[config.mk]
export PLATFORM = sky130hd
export DESIGN_NAME = lcd_i2c_target_flat
export DESIGN_NICKNAME = d
export VERILOG_FILES = /design/src/rtl/lcd_i2c_target_if.sv /design/src/rtl/lcd_i2c_target.sv /design/src/flat_wrapper.sv
export SDC_FILE = /design/constraint.sdc
export NUM_CORES = 1
export LEC_CHECK = 0
export ABC_AREA = 1
export BUFFER_PORTS_ARGS = -buffer_cell sky130_fd_sc_hd__buf_2
export CAP_MARGIN = 15
export CORE_MARGIN = 5
export CORE_UTILIZATION = 60
export CTS_CLUSTER_SIZE = 40
export DETAILED_ROUTE_END_ITERATION = 12
export HOLD_SLACK_MARGIN = 0.03
export MAX_ROUTING_LAYER = met4
export PLACE_DENSITY = 0.79
export SLEW_MARGIN = 20
export SYNTH_ARGS = -nofsm -noshare
export SYNTH_HDL_FRONTEND = slang
export SYNTH_SLANG_ARGS = --single-unit
export TNS_END_PERCENT = 100
[constraint.sdc]
create_clock -name clk -period 2.5 [get_ports clk]
set_clock_uncertainty 0.2 [all_clocks]
set_input_delay 0.125 -clock clk [delete_from_list [all_inputs] [get_ports clk]]
set_output_delay 0.125 -clock clk [all_outputs]
set_load 0.005 [all_outputs]
[src/rtl/lcd_i2c_target_if.sv]
// rtl/lcd_i2c_target_if.sv - I2C pin and decoded-command bundle for the LCD I2C target
`timescale 1ns/1ps

interface lcd_i2c_target_if;
    logic       scl_i;
    logic       sda_i;
    logic       sda_o;
    logic       sda_t;
    logic       scl_o;
    logic       scl_t;
    logic       cmd_valid;
    logic       cmd_rs;
    logic [7:0] cmd_data;
    logic       cmd_ready;
    logic       busy;
    logic       overflow;

    modport slave (
        input  scl_i, sda_i, cmd_ready,
        output sda_o, sda_t, scl_o, scl_t, cmd_valid, cmd_rs, cmd_data, busy, overflow
    );

    modport master (
        output scl_i, sda_i, cmd_ready,
        input  sda_o, sda_t, scl_o, scl_t, cmd_valid, cmd_rs, cmd_data, busy, overflow
    );
endinterface

[src/rtl/lcd_i2c_target.sv]
// rtl/lcd_i2c_target.sv - AiP31068-style I2C LCD target; LCD_I2C_TARGET_STRETCH_EN enables clock stretching
`timescale 1ns/1ps

module lcd_i2c_target #(
    parameter logic [6:0] DEV_ADDR    = 7'h3E,
    parameter int         SYNC_STAGES = 2
) (
    input  logic              clk,
    input  logic              reset_n,
    lcd_i2c_target_if.slave   bus
);

    typedef enum logic [3:0] {
        IDLE,
        ADDR,
        ADDR_ACK,
        CTRL,
        CTRL_ACK,
        DATA,
        DATA_ACK,
        DATA_NACK,
        STALL,
        STALL_REL,
        IGNORE
    } state_t;

    logic [SYNC_STAGES-1:0] scl_sync;
    logic [SYNC_STAGES-1:0] sda_sync;
    logic                   scl_s;
    logic                   sda_s;
    logic                   scl_d;
    logic                   sda_d;
    logic                   rise_q;
    logic                   fall_q;
    logic                   start_q;
    logic                   stop_q;
    logic                   bit_q;

    state_t                 state_q;
    state_t                 state_d;
    logic [7:0]             shreg;
    logic [2:0]             bit_cnt;
    logic                   byte_full;
    logic                   byte_end;
    logic                   shift_en;
    logic                   ack_q;
    logic                   busy_q;
    logic                   co_q;
    logic                   rs_q;
    logic                   cmd_valid_q;
    logic                   cmd_rs_q;
    logic [7:0]             cmd_data_q;
    logic                   ovf_q;

    logic                   ack_on;
    logic                   ack_off;
    logic                   busy_set;
    logic                   busy_clr;
    logic                   load;
    logic                   ovf_set;
    logic                   ctrl_latch;

    assign scl_s = scl_sync[SYNC_STAGES-1];
    assign sda_s = sda_sync[SYNC_STAGES-1];

    // Edge pulses are registered so every FSM action sees a clean one-cycle strobe.
    always_ff @(posedge clk) begin
        if (!reset_n) begin
            scl_sync <= '1;
            sda_sync <= '1;
            scl_d    <= 1'b1;
            sda_d    <= 1'b1;
            rise_q   <= 1'b0;
            fall_q   <= 1'b0;
            start_q  <= 1'b0;
            stop_q   <= 1'b0;
            bit_q    <= 1'b1;
        end else begin
            scl_sync <= {scl_sync[SYNC_STAGES-2:0], bus.scl_i};
            sda_sync <= {sda_sync[SYNC_STAGES-2:0], bus.sda_i};
            scl_d    <= scl_s;
            sda_d    <= sda_s;
            rise_q   <= scl_s & ~scl_d;
            fall_q   <= ~scl_s & scl_d;
            start_q  <= scl_s & scl_d & sda_d & ~sda_s;
            stop_q   <= scl_s & scl_d & ~sda_d & sda_s;
            bit_q    <= sda_s;
        end
    end

    assign shift_en = (state_q == ADDR) || (state_q == CTRL) || (state_q == DATA);
    assign byte_end = fall_q && byte_full;

`ifdef LCD_I2C_TARGET_STRETCH_EN
    logic hold_q;
    logic hold_on;
    logic hold_off;
`endif

    always_comb begin
        state_d    = state_q;
        ack_on     = 1'b0;
        ack_off    = 1'b0;
        busy_set   = 1'b0;
        busy_clr   = 1'b0;
        load       = 1'b0;
        ovf_set    = 1'b0;
        ctrl_latch = 1'b0;
`ifdef LCD_I2C_TARGET_STRETCH_EN
        hold_on    = 1'b0;
        hold_off   = 1'b0;
`endif
        if (start_q || stop_q) begin
            state_d  = start_q ? ADDR : IDLE;
            ack_off  = 1'b1;
            busy_clr = 1'b1;
`ifdef LCD_I2C_TARGET_STRETCH_EN
            hold_off = 1'b1;
`endif
        end else begin
            case (state_q)
                IDLE: ;
                ADDR: begin
                    if (byte_end) begin
                        if (shreg[7:1] == DEV_ADDR && !shreg[0]) begin
                            state_d  = ADDR_ACK;
                            ack_on   = 1'b1;
                            busy_set = 1'b1;
                        end else begin
                            state_d = IGNORE;
                        end
                    end
                end
                ADDR_ACK: begin
                    if (fall_q) begin
                        ack_off = 1'b1;
                        state_d = CTRL;
                    end
                end
                CTRL: begin
                    if (byte_end) begin
                        ctrl_latch = 1'b1;
                        ack_on     = 1'b1;
                        state_d    = CTRL_ACK;
                    end
                end
                CTRL_ACK: begin
                    if (fall_q) begin
                        ack_off = 1'b1;
                        state_d = DATA;
                    end
                end
                DATA: begin
                    if (byte_end) begin
                        if (!cmd_valid_q || bus.cmd_ready) begin
                            load    = 1'b1;
                            ack_on  = 1'b1;
                            state_d = DATA_ACK;
                        end else begin
`ifdef LCD_I2C_TARGET_STRETCH_EN
                            hold_on = 1'b1;
                            state_d = STALL;
`else
                            ovf_set = 1'b1;
                            state_d = DATA_NACK;
`endif
                        end
                    end
                end
                DATA_ACK: begin
                    if (fall_q) begin
                        ack_off = 1'b1;
                        state_d = co_q ? CTRL : DATA;
                    end
                end
                DATA_NACK: begin
                    if (fall_q) begin
                        state_d = IGNORE;
                    end
                end
`ifdef LCD_I2C_TARGET_STRETCH_EN
                // SCL is held low here; the byte is accepted only once the consumer frees the register.
                STALL: begin
                    if (bus.cmd_ready) begin
                        load    = 1'b1;
                        ack_on  = 1'b1;
                        state_d = STALL_REL;
                    end
                end
                STALL_REL: begin
                    hold_off = 1'b1;
                    state_d  = DATA_ACK;
                end
`endif
                IGNORE: ;
                default: state_d = IDLE;
            endcase
        end
    end

    always_ff @(posedge clk) begin
        if (!reset_n) begin
            state_q     <= IDLE;
            shreg       <= 8'h00;
            bit_cnt     <= 3'd0;
            byte_full   <= 1'b0;
            ack_q       <= 1'b0;
            busy_q      <= 1'b0;
            co_q        <= 1'b0;
            rs_q        <= 1'b0;
            cmd_valid_q <= 1'b0;
            cmd_rs_q    <= 1'b0;
            cmd_data_q  <= 8'h00;
            ovf_q       <= 1'b0;
        end else begin
            state_q <= state_d;

            // Bits only accumulate in the three byte-receiving states; a START discards a partial byte.
            if (start_q || !shift_en) begin
                bit_cnt   <= 3'd0;
                byte_full <= 1'b0;
            end else if (rise_q && !byte_full) begin
                shreg   <= {shreg[6:0], bit_q};
                bit_cnt <= bit_cnt + 3'd1;
                if (bit_cnt == 3'd7) begin
                    byte_full <= 1'b1;
                end
            end

            if (ack_off) begin
                ack_q <= 1'b0;
            end else if (ack_on) begin
                ack_q <= 1'b1;
            end

            if (busy_clr) begin
                busy_q <= 1'b0;
            end else if (busy_set) begin
                busy_q <= 1'b1;
            end

            if (ctrl_latch) begin
                co_q <= shreg[7];
                rs_q <= shreg[6];
            end

            if (load) begin
                cmd_valid_q <= 1'b1;
                cmd_data_q  <= shreg;
                cmd_rs_q    <= rs_q;
            end else if (cmd_valid_q && bus.cmd_ready) begin
                cmd_valid_q <= 1'b0;
            end

            if (ovf_set) begin
                ovf_q <= 1'b1;
            end
        end
    end

`ifdef LCD_I2C_TARGET_STRETCH_EN
    always_ff @(posedge clk) begin
        if (!reset_n) begin
            hold_q <= 1'b0;
        end else if (hold_off) begin
            hold_q <= 1'b0;
        end else if (hold_on) begin
            hold_q <= 1'b1;
        end
    end

    assign bus.scl_t = ~hold_q;
`else
    assign bus.scl_t = 1'b1;
`endif

    assign bus.sda_o     = 1'b0;
    assign bus.scl_o     = 1'b0;
    assign bus.sda_t     = ~ack_q;
    assign bus.cmd_valid = cmd_valid_q;
    assign bus.cmd_rs    = cmd_rs_q;
    assign bus.cmd_data  = cmd_data_q;
    assign bus.busy      = busy_q;
    assign bus.overflow  = ovf_q;

endmodule

[src/flat_wrapper.sv]
// flat-port wrapper written by rule: the top's interface ports become plain ports
module lcd_i2c_target_flat 
#(
    parameter logic [6:0] DEV_ADDR    = 7'h3E,
    parameter int         SYNC_STAGES = 2
)
  (clk, reset_n, bus_scl_i, bus_sda_i, bus_cmd_ready, bus_sda_o, bus_sda_t, bus_scl_o, bus_scl_t, bus_cmd_valid, bus_cmd_rs, bus_cmd_data, bus_busy, bus_overflow);
  lcd_i2c_target_if bus_i ();
  input  logic clk;
  input  logic reset_n;
  input wire logic [$bits(bus_i.scl_i)-1:0] bus_scl_i;
  input wire logic [$bits(bus_i.sda_i)-1:0] bus_sda_i;
  input wire logic [$bits(bus_i.cmd_ready)-1:0] bus_cmd_ready;
  output wire logic [$bits(bus_i.sda_o)-1:0] bus_sda_o;
  output wire logic [$bits(bus_i.sda_t)-1:0] bus_sda_t;
  output wire logic [$bits(bus_i.scl_o)-1:0] bus_scl_o;
  output wire logic [$bits(bus_i.scl_t)-1:0] bus_scl_t;
  output wire logic [$bits(bus_i.cmd_valid)-1:0] bus_cmd_valid;
  output wire logic [$bits(bus_i.cmd_rs)-1:0] bus_cmd_rs;
  output wire logic [$bits(bus_i.cmd_data)-1:0] bus_cmd_data;
  output wire logic [$bits(bus_i.busy)-1:0] bus_busy;
  output wire logic [$bits(bus_i.overflow)-1:0] bus_overflow;
  assign bus_i.scl_i = bus_scl_i;
  assign bus_i.sda_i = bus_sda_i;
  assign bus_i.cmd_ready = bus_cmd_ready;
  assign bus_sda_o = bus_i.sda_o;
  assign bus_sda_t = bus_i.sda_t;
  assign bus_scl_o = bus_i.scl_o;
  assign bus_scl_t = bus_i.scl_t;
  assign bus_cmd_valid = bus_i.cmd_valid;
  assign bus_cmd_rs = bus_i.cmd_rs;
  assign bus_cmd_data = bus_i.cmd_data;
  assign bus_busy = bus_i.busy;
  assign bus_overflow = bus_i.overflow;
  lcd_i2c_target #(.DEV_ADDR(DEV_ADDR), .SYNC_STAGES(SYNC_STAGES)) u_core (.clk(clk), .reset_n(reset_n), .bus(bus_i));
endmodule
==> results of run 1 <==
## sequential cells by signal, summed over array words and instances (netlist names)
| name | count |
|---|---|
| u_core.shreg | 8 |
| u_core.fall_q | 1 |
| u_core.rs_q | 1 |
| u_core.bus.overflow | 1 |
| u_core.scl_d | 1 |
| u_core.bus.cmd_rs | 1 |
| u_core.ack_q | 1 |
| u_core.bus.cmd_valid | 1 |
| u_core.bus.busy | 1 |
| u_core.sda_sync | 2 |
| u_core.start_q | 1 |
| u_core.bit_cnt | 3 |
| u_core.state_q | 4 |
| u_core.sda_d | 1 |
| u_core.stop_q | 1 |
| u_core.co_q | 1 |
| u_core.byte_full | 1 |
| u_core.scl_sync | 2 |
| u_core.rise_q | 1 |
| u_core.bus.cmd_data | 8 |
## path summary, 6_finish.rpt
check                           end  depth (start not counted)
max          u_core.bus.cmd_data[5]                          6
min              u_core.sda_sync[1]                          1
max reg2reg  u_core.bus.cmd_data[5]                          6
min reg2reg      u_core.sda_sync[1]                          1
## per-stage QoR
stage / area, um2 / cells
2_1_floorplan: 1730 / 227
3_3_place_gp: 1797 / 267
3_5_place_dp: 1797 / 267
4_1_cts: 1896 / 278
5_1_grt: 1896 / 278
6_report: 1896 / 278
## metal layers
| metal | wire (um) | part of all wire, % |
|---|---|---|
| met1 | 1509 | 51 |
| met2 | 1330 | 45 |
| met3 | 126 | 4.2 |
| met4 | 20 | 0.67 |
| met5 | 0 | 0 |
## power by group
| part | internal, mW | switching [mW] | total (mW) |
|---|---|---|---|
| registers | 0.682 | 0.0355 | 0.718 |
| clock network | 0.132 | 0.195 | 0.327 |
| logic | 0.111 | 0.196 | 0.307 |
## final cells by class
class                      count  area [um2]  share of cell area (%)
clock buffer                   6       51.30                   2.706
clock inverter                 1       7.507                  0.3960
inverter                      26       97.59                   5.149
multi-input combinational    151       747.0                   39.41
sequential                    41       820.8                   43.30
tap                           31       38.79                   2.046
timing repair buffer          22       132.6                   6.997
## cell usage after synthesis
master	number	area [um2]
o211ai_1	3	22.52
nand3_2	1	10.01
nor2_4	1	11.26
nor2_2	2	12.51
nand4_1	1	6.260
or2_2	4	25.02
a21oi_2	1	8.760
clkinv_1	1	3.750
nor3b_1	1	7.510
nand2_2	5	31.28
nor4_1	1	6.260
o21ai_1	2	10.01
nor3_1	4	20.02
nand3_1	9	45.04
buf_4	4	30.03
buf_6	2	22.52
conb_1	2	7.510
dfxtp_1	41	820.8
inv_2	2	7.510
ha_1	2	25.02
nand2_1	38	142.6
clkbuf_1	2	7.510
o21ai_0	20	100.1
nor2_1	26	97.59
xnor2_1	1	8.760
o21ai_2	1	8.760
buf_2	1	5.000
inv_1	23	86.33
nor3_4	1	16.27
a21oi_1	24	120.1
## worst reg2reg max path, delay by kind of cell (launching register included)
kind | cells | cell delay [ns]
buf+inv | 1 | 0.17
compound gates | 2 | 0.32
flops | 1 | 0.32
simple gates | 3 | 0.78
## kinds of logic after synthesis
group	Yosys count	synth area share, %
and+or+nand+nor	94	25.00
buffers and inverters	35	9.420
DFF	41	47.54
adders and majority gates	2	1.449
AOI/OAI and AO/OA	51	15.65
xor gates and xnor gates	1	0.5073
other	2	0.4349
==> impl_results.md, run 1 <==
- Status: finished, final reports clean
- Hold Crit Start: u_core.sda_sync[0]
- Nets: 254
- Final WS setup: 0.6549 ns
- Fill cells: 238
- Seq/Total Area, Yosys: 47.54%
- Critical Path AT: 1.92 ns
- F_max: 542.0 MHz
- Commonest non-fill, non-tap cell in the layout: dfxtp_1
- Chip width: 63.65 um
- Syn Std Cell Area: 0.001727 mm2
- Gr ovfl total: 0
- Initial antenna violation count: 0
- Vias/cell: 5.126
- Via Count: 1425
- Postcts setup bufs: 0
- Core area: 0.002758 mm2
- Worst path slowest cell: nor3_4
- Drt pass-1 iters: 4
- Clk buf depth: 2
- Layout cells sized above 1: 17.41%
- CTS H-Tree Depth: 2
- Syn Inst Count: 226
- #FFs+latches synth: 41
- TritonCTS Sinks: 41
- Met2 usage: 23.73%
- Pwr Density: 713.1 mW/mm2
- Buf+Inv Stages, Crit Path: 1
- Mapped Avg Cell Area: 7.640 um2
- Final setup TNS: 0 ns
- Ordered list of cells on the worst path: nor2_2 -> buf_4 -> nand2_1 -> nor3_4 -> o21ai_0 -> a21oi_1
- Kind of critical path: flip-flop to flip-flop
- Port Buffers: 17
- Worst Path Required: 2.57 ns
- DRC: 0
- CTS tree: yes
- Max Slew Vio Count: 0
- HP Class: flip-flop to flip-flop
- VDD IR max: 0.6099 mV
- Root buffer cell: clkbuf_4
- Core Util, Final: 68.74%
- Die Ht: 63.65 um
- Resize count post-CTS: 0
- MaxCap Viol Count: 0
- Final min period: 1.845 ns
- Drt total wl: 2.987 mm
- Pleak: 0.8256 nW
- Final Hold Vio Count: 0
- Initial Util: 62.61%
- Vias in the first global route: 1253
- Num rows: 19
- Final period utilization: 73.80%
- RSZ-0062 raised after global routing: no
- I/O Pins: 21
- GR Util met1: 21.23%
- CTS buffer count: 5
- Global Route Usage Sum: 16.22%
- Slew @ Worst Pin: 0.6278 ns
- Yosys cell types: 30
- Endpoints failing setup: 0
- Final Power: 1.352 mW
- CP delay by family, top: simple AND/OR/NAND/NOR gates
- Slowest Stage Delay on Critical Path: 0.56 ns
- Worst r2r src: u_core.stop_q
- # diodes: 0
- Hold-fix buffer count after cts: 4
- CP Capture Type: flip-flop
- Worst setup startpoint: u_core.stop_q
- Clk slew on worst S/H paths: 0.12 ns
- Largest fanout on the critical path: 19
- Hold Slack: 0.2263 ns
- GR peak layer: met2
- First-pass GRT wire length: 5.202 mm
- Layout area overhead: 9.783%
- Largest net degree at the start of global routing: 30
- Antenna viol nets, final: 0
- Iter 0 DRT Violations: 75
- Wire per inst: 10.74 um
- CP Launch Type: flip-flop
- Slew Limit Headroom: 58.01%
- Most frequent cells in the layout: 41 x dfxtp_1, 38 x nand2_1, 26 x nor2_1
- Hpwl dp: 2.157 mm
- Pre-CTS setup slack: 0.6639 ns
- Placer Congestion: 0.8991
- Synth warn: 0
- Met3 GRT Util: 5.329%
- Clock Latency Late Sink: 0.33 ns
- FF-to-FF setup slack: 0.65 ns
- Die ar.: 0.004051 mm2
Power figures use the tool's default switching activity.
==> run 2: changes to the inputs <==
--- a/config.mk
+++ b/config.mk
@@ -5,16 +5,16 @@
 export SDC_FILE = /design/constraint.sdc
 export NUM_CORES = 1
 export LEC_CHECK = 0
-export ABC_AREA = 1
+export ABC_AREA = 0
 export BUFFER_PORTS_ARGS = -buffer_cell sky130_fd_sc_hd__buf_2
 export CAP_MARGIN = 15
 export CORE_MARGIN = 5
-export CORE_UTILIZATION = 60
+export CORE_UTILIZATION = 56
 export CTS_CLUSTER_SIZE = 40
 export DETAILED_ROUTE_END_ITERATION = 12
 export HOLD_SLACK_MARGIN = 0.03
 export MAX_ROUTING_LAYER = met4
-export PLACE_DENSITY = 0.79
+export PLACE_DENSITY = 0.74
 export SLEW_MARGIN = 20
 export SYNTH_ARGS = -nofsm -noshare
 export SYNTH_HDL_FRONTEND = slang
==> constraint.sdc (replaced) <==
create_clock -name clk -period 1.8 [get_ports clk]
set_clock_uncertainty 0.2 [all_clocks]
set_input_delay 0.09 -clock clk [delete_from_list [all_inputs] [get_ports clk]]
set_output_delay 0.09 -clock clk [all_outputs]
set_load 0.005 [all_outputs]
==> run 2 against run 1 <==
Net effect: final cell count is 15% lower; via count is 9.1% lower; largest cell class is now multi-input combinational cells; highest routed layer unchanged; critical path depth is 2 lower.
==> impl_results.md, run 2 <==
- DRC: 0 (unchanged)
- Final period utilization: 93.45% (+20 points)
- Worst r2r dst: u_core.state_q[3]
- Hold Crit Start: u_core.sda_sync[0]
- Area leader, netlist: dfxtp_1
- Critical Path AT: 1.77 ns (-0.15 ns)
- Hold Path Sink: u_core.sda_sync[1]
- Final min period: 1.682 ns (-0.1630 ns)
- Mapped Avg Cell Area: 9.895 um2 (+30%)
- Nets: 209 (-18%)
- Endpoints failing setup: 0 (unchanged)
- Pwr Density: 844.3 mW/mm2 (+18%)
- Max Slew Vio Count: 0 (unchanged)
- Global Route Usage Sum: 17.51% (+1.3 points)
- Area contributors post-synth: dfxtp_1 47%, mux2i_1 12%, nor2b_1 8.3%
- Internal: 1.380 mW (+49%)
- Drt total wl: 3.210 mm (+7.5%)
- CTS H-Tree Depth: 2 (unchanged)
- Gr ovfl total: 0 (unchanged)
- Slowest Stage Delay on Critical Path: 0.57 ns (about the same)
- Port Buffers: 17 (unchanged)
- EDFF count, synth: 0 (unchanged)
- Area of the multi-input gates: 832.0 um2 (+11%)
- Synth cell count leaders: 41 x dfxtp_1, 23 x nor2b_1, 21 x mux2i_1
- Initial Util: 57.67% (-4.9 points)
- Yosys cell types: 40 (+33%)
- Final Hold Vio Count: 0 (unchanged)
- # diodes: 0 (unchanged)
- Drt pass-1 iters: 4 (unchanged)
- Wire per inst: 13.60 um (+27%)
- Seq/Total Area, Yosys: 47.40% (-0.14 points)
- Worst r2r src: u_core.state_q[2]
- Sw power: 0.3179 mW (-26%)
- Hpwl dp: 2.388 mm (+11%)
- Pre-CTS setup slack: 0.1046 ns (-0.5594 ns)
- CP Launch Type: flip-flop
- Die Ht: 65.61 um (+3.1%)
- WHS Path Cells: 1 (unchanged)
- CP delay by family, top: flip-flops
- Fill cells: 249 (+4.6%)
- Most numerous cell in the Yosys netlist: dfxtp_1
- Layout cells sized above 1: 21.18% (+3.8 points)
- MaxCap Viol Count: 0 (unchanged)
- Most frequent cells in the layout: 39 x dfxtp_1, 23 x nor2b_1, 21 x mux2i_1
- Pleak: 0.9324 nW (+13%)
- Core Util, Final: 66.96% (-1.8 points)
- Clk slew on worst S/H paths: 0.12 ns (about the same)
- Vias/cell: 5.492 (+7.1%)
- Layout area overhead: 16.11%
- Iter 0 DRT Violations: 51 (-32%)
- Net Sw Frac: 18.72% (-13 points)
- Commonest non-fill, non-tap cell in the layout: dfxtp_1
- Final WS setup: 0.1179 ns (-0.5370 ns)
- Async SR Flop Fraction: 0% (unchanged)
- HP Class: flip-flop to flip-flop
- Worst Path Required: 1.88 ns (-0.69 ns)
- #FFs+latches synth: 41 (unchanged)
- Vias in the first global route: 1290 (+3.0%)
- Ordered list of cells on the worst path: a21o_1 -> nand3_1 -> or4_1 -> a21oi_1
- Final setup TNS: 0 ns (unchanged)
- Largest net degree at the start of global routing: 20 (-33%)
- CTS tree: yes
- FF-to-FF setup slack: 0.12 ns (-0.54 ns)
- Share of Yosys cell area claimed by the top area cell type: 47.40% (-0.14 points)
- I/O Pins: 21 (unchanged)
- Placer Congestion: 0.8559 (-4.8%)
- Clock Latency Late Sink: 0.34 ns (about the same)
- Chip width: 65.61 um (+3.1%)
- Initial antenna violation count: 0 (unchanged)
- Clk buf depth: 2 (unchanged)
- VDD IR max: 0.6356 mV (+4.2%)
- Seq pwr share: 54.4% (+1.3 points)
- Postcts setup bufs: 0 (unchanged)
- Syn Inst Count: 175 (-23%)
- Logic pwr share: 3.7% (-19 points)
- Root buffer cell: clkbuf_4
- Num rows: 20 (+1)
- TritonCTS Sinks: 41 (unchanged)
- Worst path slowest cell: dfxtp_1
- Sequential Area: 823.3 um2 (+0.30%)
- CP Capture Type: flip-flop
- F_max: 594.5 MHz (+9.7%)
- First-pass GRT wire length: 5.651 mm (+8.6%)
- Buf+Inv Stages, Crit Path: 0 (-1)
- RSZ-0062 raised after global routing: no
- Core area: 0.003003 mm2 (+8.9%)
- CTS buffer count: 5 (unchanged)
- Die ar.: 0.004305 mm2 (+6.3%)
- Main synth FF type: dfxtp_1
- Clk pwr share: 41.9% (+18 points)
- Kind of critical path: flip-flop to flip-flop
- Via Count: 1296 (-9.1%)
- Status: finished, final reports clean
- Syn Std Cell Area: 0.001732 mm2 (+0.29%)
- Antenna viol nets, final: 0 (unchanged)
- Largest fanout on the critical path: 12 (-7)
- Worst-case reg-to-reg path depth: 4 (-2)
- Synth warn: 0 (unchanged)
[run 2: changes by cell type in the layout (fill, tap and decap cells not counted), moves of 16 or more]
cell	change
nor2b_1	+23
nand2_1	-32
a21oi_1	-18
nor2_1	-16
o21ai_0	-16
mux2i_1	+21
inv_1	-20
[run 2: timing repair]
| action | CTS | global route |
|---|---|---|
| resized for setup | 0 | 2 |
| hold buffers | 4 | 0 |
| setup endpoints to repair | 0 | 6 |
| endpoints found under the hold margin | 22 | 0 |
[run 2: how the worst max path moves through the flow]
| stage | startpoint | end | slack [ns] | cells after the start |
|---|---|---|---|---|
| detailed placement | u_core.state_q[1] | u_core.state_q[3] | 0.10 | 4 |
| floorplan | u_core.state_q[0] | u_core.state_q[3] | 0.34 | 5 |
| finish | u_core.state_q[2] | u_core.state_q[3] | 0.12 | 4 |
| global placement | u_core.state_q[1] | u_core.state_q[3] | 0.15 | 4 |
| CTS | u_core.state_q[1] | u_core.state_q[3] | 0.08 | 4 |
| global route | u_core.state_q[2] | u_core.state_q[1] | 0.005 | 4 |
[run 2: cells by family (layout without fill, tap and decap cells)]
family	count (synthesis)	count (layout)	share of synthesized area (%)
adder cells (fa/ha/maj)	2	2	1.445
other	2	3	0.4337
multiplexers	21	21	12.14
AND/OR/NAND/NOR	71	71	24.49
AO/OA/AOI/OAI	22	22	8.815
XOR/XNOR	1	1	0.5059
flip-flops	41	41	47.40
buffers and inverters	15	42	4.768
[run 2: power groups by stage]
stage	combinational [mW]	clock [mW]	sequential [mW]
after floorplan	0.0492	0	0.940
after global placement	0.0557	0	0.943
after detailed placement	0.0569	0	0.943
after CTS	0.0635	0.735	0.923
after global routing	0.0700	0.772	0.925
final	0.0631	0.711	0.923
[run 2: routing by layer]
metal,GRT usage (%),wire [um],vias to the layer above
li1,-,-,654
met1,20.21,1469,603
met2,28.70,1521,32
met3,5.128,157,7
met4,6.736,61,0
met5,-,0,-
[run 2: metrics by stage]
step	cell area [um2]	std cells	total power [mW]	hold WS [ns]
finish	2011	236	1.698	0.2249
global placement	1866	224	0.9985	0.07574
global route	2011	236	1.768	0.2453
detailed placement	1866	224	1.000	0.07630
floorplan	1735	176	0.9895	-0.01468
CTS	2008	236	1.722	0.2315
[run 2: area by class of cell]
cell class                 count  share of cell area (%)
tap                           33                   2.054
clock inverter                 3                   3.236
timing repair buffer          31                   9.956
sequential                    41                   40.95
multi-input combinational    120                   41.38
clock buffer                   5                   1.867
inverter                       3                  0.5600
==> run 3: changes to the inputs <==
--- a/config.mk
+++ b/config.mk
@@ -5,16 +5,18 @@
 export SDC_FILE = /design/constraint.sdc
 export NUM_CORES = 1
 export LEC_CHECK = 0
-export ABC_AREA = 0
 export BUFFER_PORTS_ARGS = -buffer_cell sky130_fd_sc_hd__buf_2
 export CAP_MARGIN = 15
+export CELL_PAD_IN_SITES_DETAIL_PLACEMENT = 0
+export CELL_PAD_IN_SITES_GLOBAL_PLACEMENT = 2
 export CORE_MARGIN = 5
-export CORE_UTILIZATION = 56
+export CORE_UTILIZATION = 38
+export CTS_BUF_LIST = sky130_fd_sc_hd__clkbuf_4
 export CTS_CLUSTER_SIZE = 40
 export DETAILED_ROUTE_END_ITERATION = 12
 export HOLD_SLACK_MARGIN = 0.03
 export MAX_ROUTING_LAYER = met4
-export PLACE_DENSITY = 0.74
+export PLACE_DENSITY = 0.78
 export SLEW_MARGIN = 20
 export SYNTH_ARGS = -nofsm -noshare
 export SYNTH_HDL_FRONTEND = slang
==> run 3 against run 2 <==
Net effect: non-clock buffer count unchanged; setup slack improved by 0.017 ns; cell area down 0.68%; final cell count is 8.1% higher; sequential share of layout area grew 0.28 points; clock power shrank 32%; fmax is 1.0% higher; via count shrank 2.6%; register-to-register slack improved by 0.02 ns; power is 13% lower; largest power group unchanged.
==> impl_results.md, run 3 (synthesis gave the netlist of run 2 again) <==
- Status: finished, final reports clean
- Wire per inst: 12.60 um (-7.4%)
- Ordered list of cells on the worst path: and4b_2 -> nand4_1 -> buf_4 -> mux2i_1 -> nor2b_1
- Buf+Inv Stages, Crit Path: 1 (+1)
- Drt total wl: 3.213 mm (about the same)
- RSZ-0062 raised after global routing: no
- Endpoints failing setup: 0 (unchanged)
- F_max: 600.7 MHz (+1.0%)
- HP Class: flip-flop to flip-flop
- VDD IR max: 0.5100 mV (-20%)
- CTS H-Tree Depth: 2 (unchanged)
- CP Launch Type: flip-flop
- # diodes: 0 (unchanged)
- Layout cells sized above 1: 20.20% (-0.99 points)
- Vias in the first global route: 1223 (-5.2%)
- TritonCTS Sinks: 41 (unchanged)
- Clock Latency Late Sink: 0.33 ns (about the same)
- Drt pass-1 iters: 2 (-2)
- Fill cells: 416 (+67%)
- Sequential Area: 823.3 um2 (unchanged)
- Worst r2r src: u_core.fall_q
- Worst Path Required: 1.83 ns (-0.05 ns)
- Global Route Usage Sum: 11.48% (-6.0 points)
- Layout area overhead: 15.32%
- Postcts setup bufs: 0 (unchanged)
- Largest fanout on the critical path: 10 (-2)
- First-pass GRT wire length: 5.513 mm (-2.4%)
- Root buffer cell: clkbuf_4
- Clk buf depth: 2 (unchanged)
- Initial Util: 39.50% (-18 points)
- Clk slew on worst S/H paths: 0.12 ns (about the same)
- Port Buffers: 17 (unchanged)
- Stages on the worst setup path: 5 (+1)
- Via Count: 1262 (-2.6%)
- Worst path slowest cell: dfxtp_1
- Iter 0 DRT Violations: 57 (+12%)
- Initial antenna violation count: 0 (unchanged)
- Die ar.: 0.006007 mm2 (+40%)
- Die Ht: 77.51 um (+18%)
- Hpwl dp: 2.357 mm (-1.3%)
- Num rows: 24 (+20%)
- Nets: 209 (unchanged)
- Antenna viol nets, final: 0 (unchanged)
- FF-to-FF setup slack: 0.14 ns (+0.02 ns)
- Vias/cell: 4.949 (-9.9%)
- Critical Path AT: 1.70 ns (-0.07 ns)
- CP Capture Type: flip-flop
- Final period utilization: 92.49% (-0.96 points)
- Final Hold Vio Count: 0 (unchanged)
- Chip width: 77.51 um (+18%)
- Most frequent cells in the layout: 39 x dfxtp_1, 23 x nor2b_1, 21 x mux2i_1
- Commonest non-fill, non-tap cell in the layout: dfxtp_1
- Core area: 0.004384 mm2 (+46%)
- Hold Path Sink: u_core.scl_sync[1]
- CTS buffer count: 5 (unchanged)
- Pwr Density: 737.3 mW/mm2 (-13%)
- Area of the multi-input gates: 832.0 um2 (unchanged)
- Final WS setup: 0.1352 ns (+0.01732 ns)
- CTS tree: yes
- I/O Pins: 21 (unchanged)
- Placer Congestion: 0.7629 (-11%)
- Kind of critical path: flip-flop to flip-flop
- Slowest Stage Delay on Critical Path: 0.48 ns (-0.09 ns)
- Pre-CTS setup slack: 0.06569 ns (-0.03887 ns)
- Pleak: 0.9102 nW (-2.4%)
- DRC: 0 (unchanged)
- CP delay by family, top: simple AND/OR/NAND/NOR gates
- Gr ovfl total: 0 (unchanged)
- Worst-case reg-to-reg path depth: 5 (+1)
- Max Slew Vio Count: 0 (unchanged)
- MaxCap Viol Count: 0 (unchanged)
- Final setup TNS: 0 ns (unchanged)
- Largest net degree at the start of global routing: 20 (unchanged)
- Hold Crit Start: u_core.scl_sync[0]
- Worst r2r dst: u_core.bus.cmd_data[1]
- Final min period: 1.665 ns (-0.01732 ns)
- WHS Path Cells: 1 (unchanged)
run 3: cell types whose count changed in the layout (fill, tap and decap cells not counted):
cell and delta:
bufinv_16 -2, buf_4 -2, dlygate4sd3_1 +2, clkbuf_4 +3, clkinv_2 -1
run 3: per-stage QoR:
stage / total power [mW] / hold WS (ns) / utilization (%) / area (um2) / std cells
detailed placement: 0.9992 / 0.07299 / 42.75 / 1874 / 241
finish: 1.472 / 0.2161 / 45.55 / 1997 / 255
global route: 1.530 / 0.2400 / 45.55 / 1997 / 255
global placement: 0.9988 / 0.06979 / 42.75 / 1874 / 241
floorplan: 0.9895 / -0.01468 / - / 1735 / 176
CTS: 1.492 / 0.2174 / 45.49 / 1994 / 255
run 3: worst max path at each step:
stage | startpoint | endpoint | slack [ns]
after CTS | u_core.state_q[1] | u_core.state_q[3] | 0.04
after floorplan | u_core.state_q[0] | u_core.state_q[3] | 0.34
after global placement | u_core.state_q[1] | u_core.state_q[3] | 0.18
final | u_core.fall_q | u_core.bus.cmd_data[1] | 0.14
after global routing | u_core.fall_q | u_core.bus.cmd_data[6] | 0.04
after detailed placement | u_core.state_q[1] | u_core.state_q[3] | 0.07
run 3: per-layer routing:
metal | up-vias | GRT usage (%) | share of wire, % | wire [um]
met4 | 0 | 4.296 | 1.0 | 33
met2 | 16 | 17.26 | 46 | 1491
met3 | 4 | 4.167 | 3.0 | 97
li1 | 651 | - | - | -
met5 | - | - | 0 | 0
met1 | 591 | 14.09 | 50 | 1591
run 3: timing repair:
item | CTS | global route
hold buffers | 6 | 0
endpoints found under the hold margin | 19 | 0
resized for setup | 0 | 2
setup endpoints to repair | 0 | 2
run 3: final cells by class:
| type | count | share of cell area [%] |
|---|---|---|
| Tap cell | 52 | 3.258 |
| Clock buffer | 8 | 3.008 |
| Timing Repair Buffer | 31 | 10.28 |
| Inverter | 3 | 0.5639 |
| Multi-Input combinational cell | 120 | 41.67 |
| Sequential cell | 41 | 41.23 |
run 3: power by group:
| group | internal [mW] | leakage (nW) | switching [mW] | total [mW] |
|---|---|---|---|---|
| combinational | 0.0357 | 0.541 | 0.0297 | 0.0654 |
| sequential | 0.916 | 0.333 | 0.00656 | 0.922 |
| clock | 0.201 | 0.0368 | 0.283 | 0.485 |
| total | 1.15 | 0.910 | 0.319 | 1.47 |
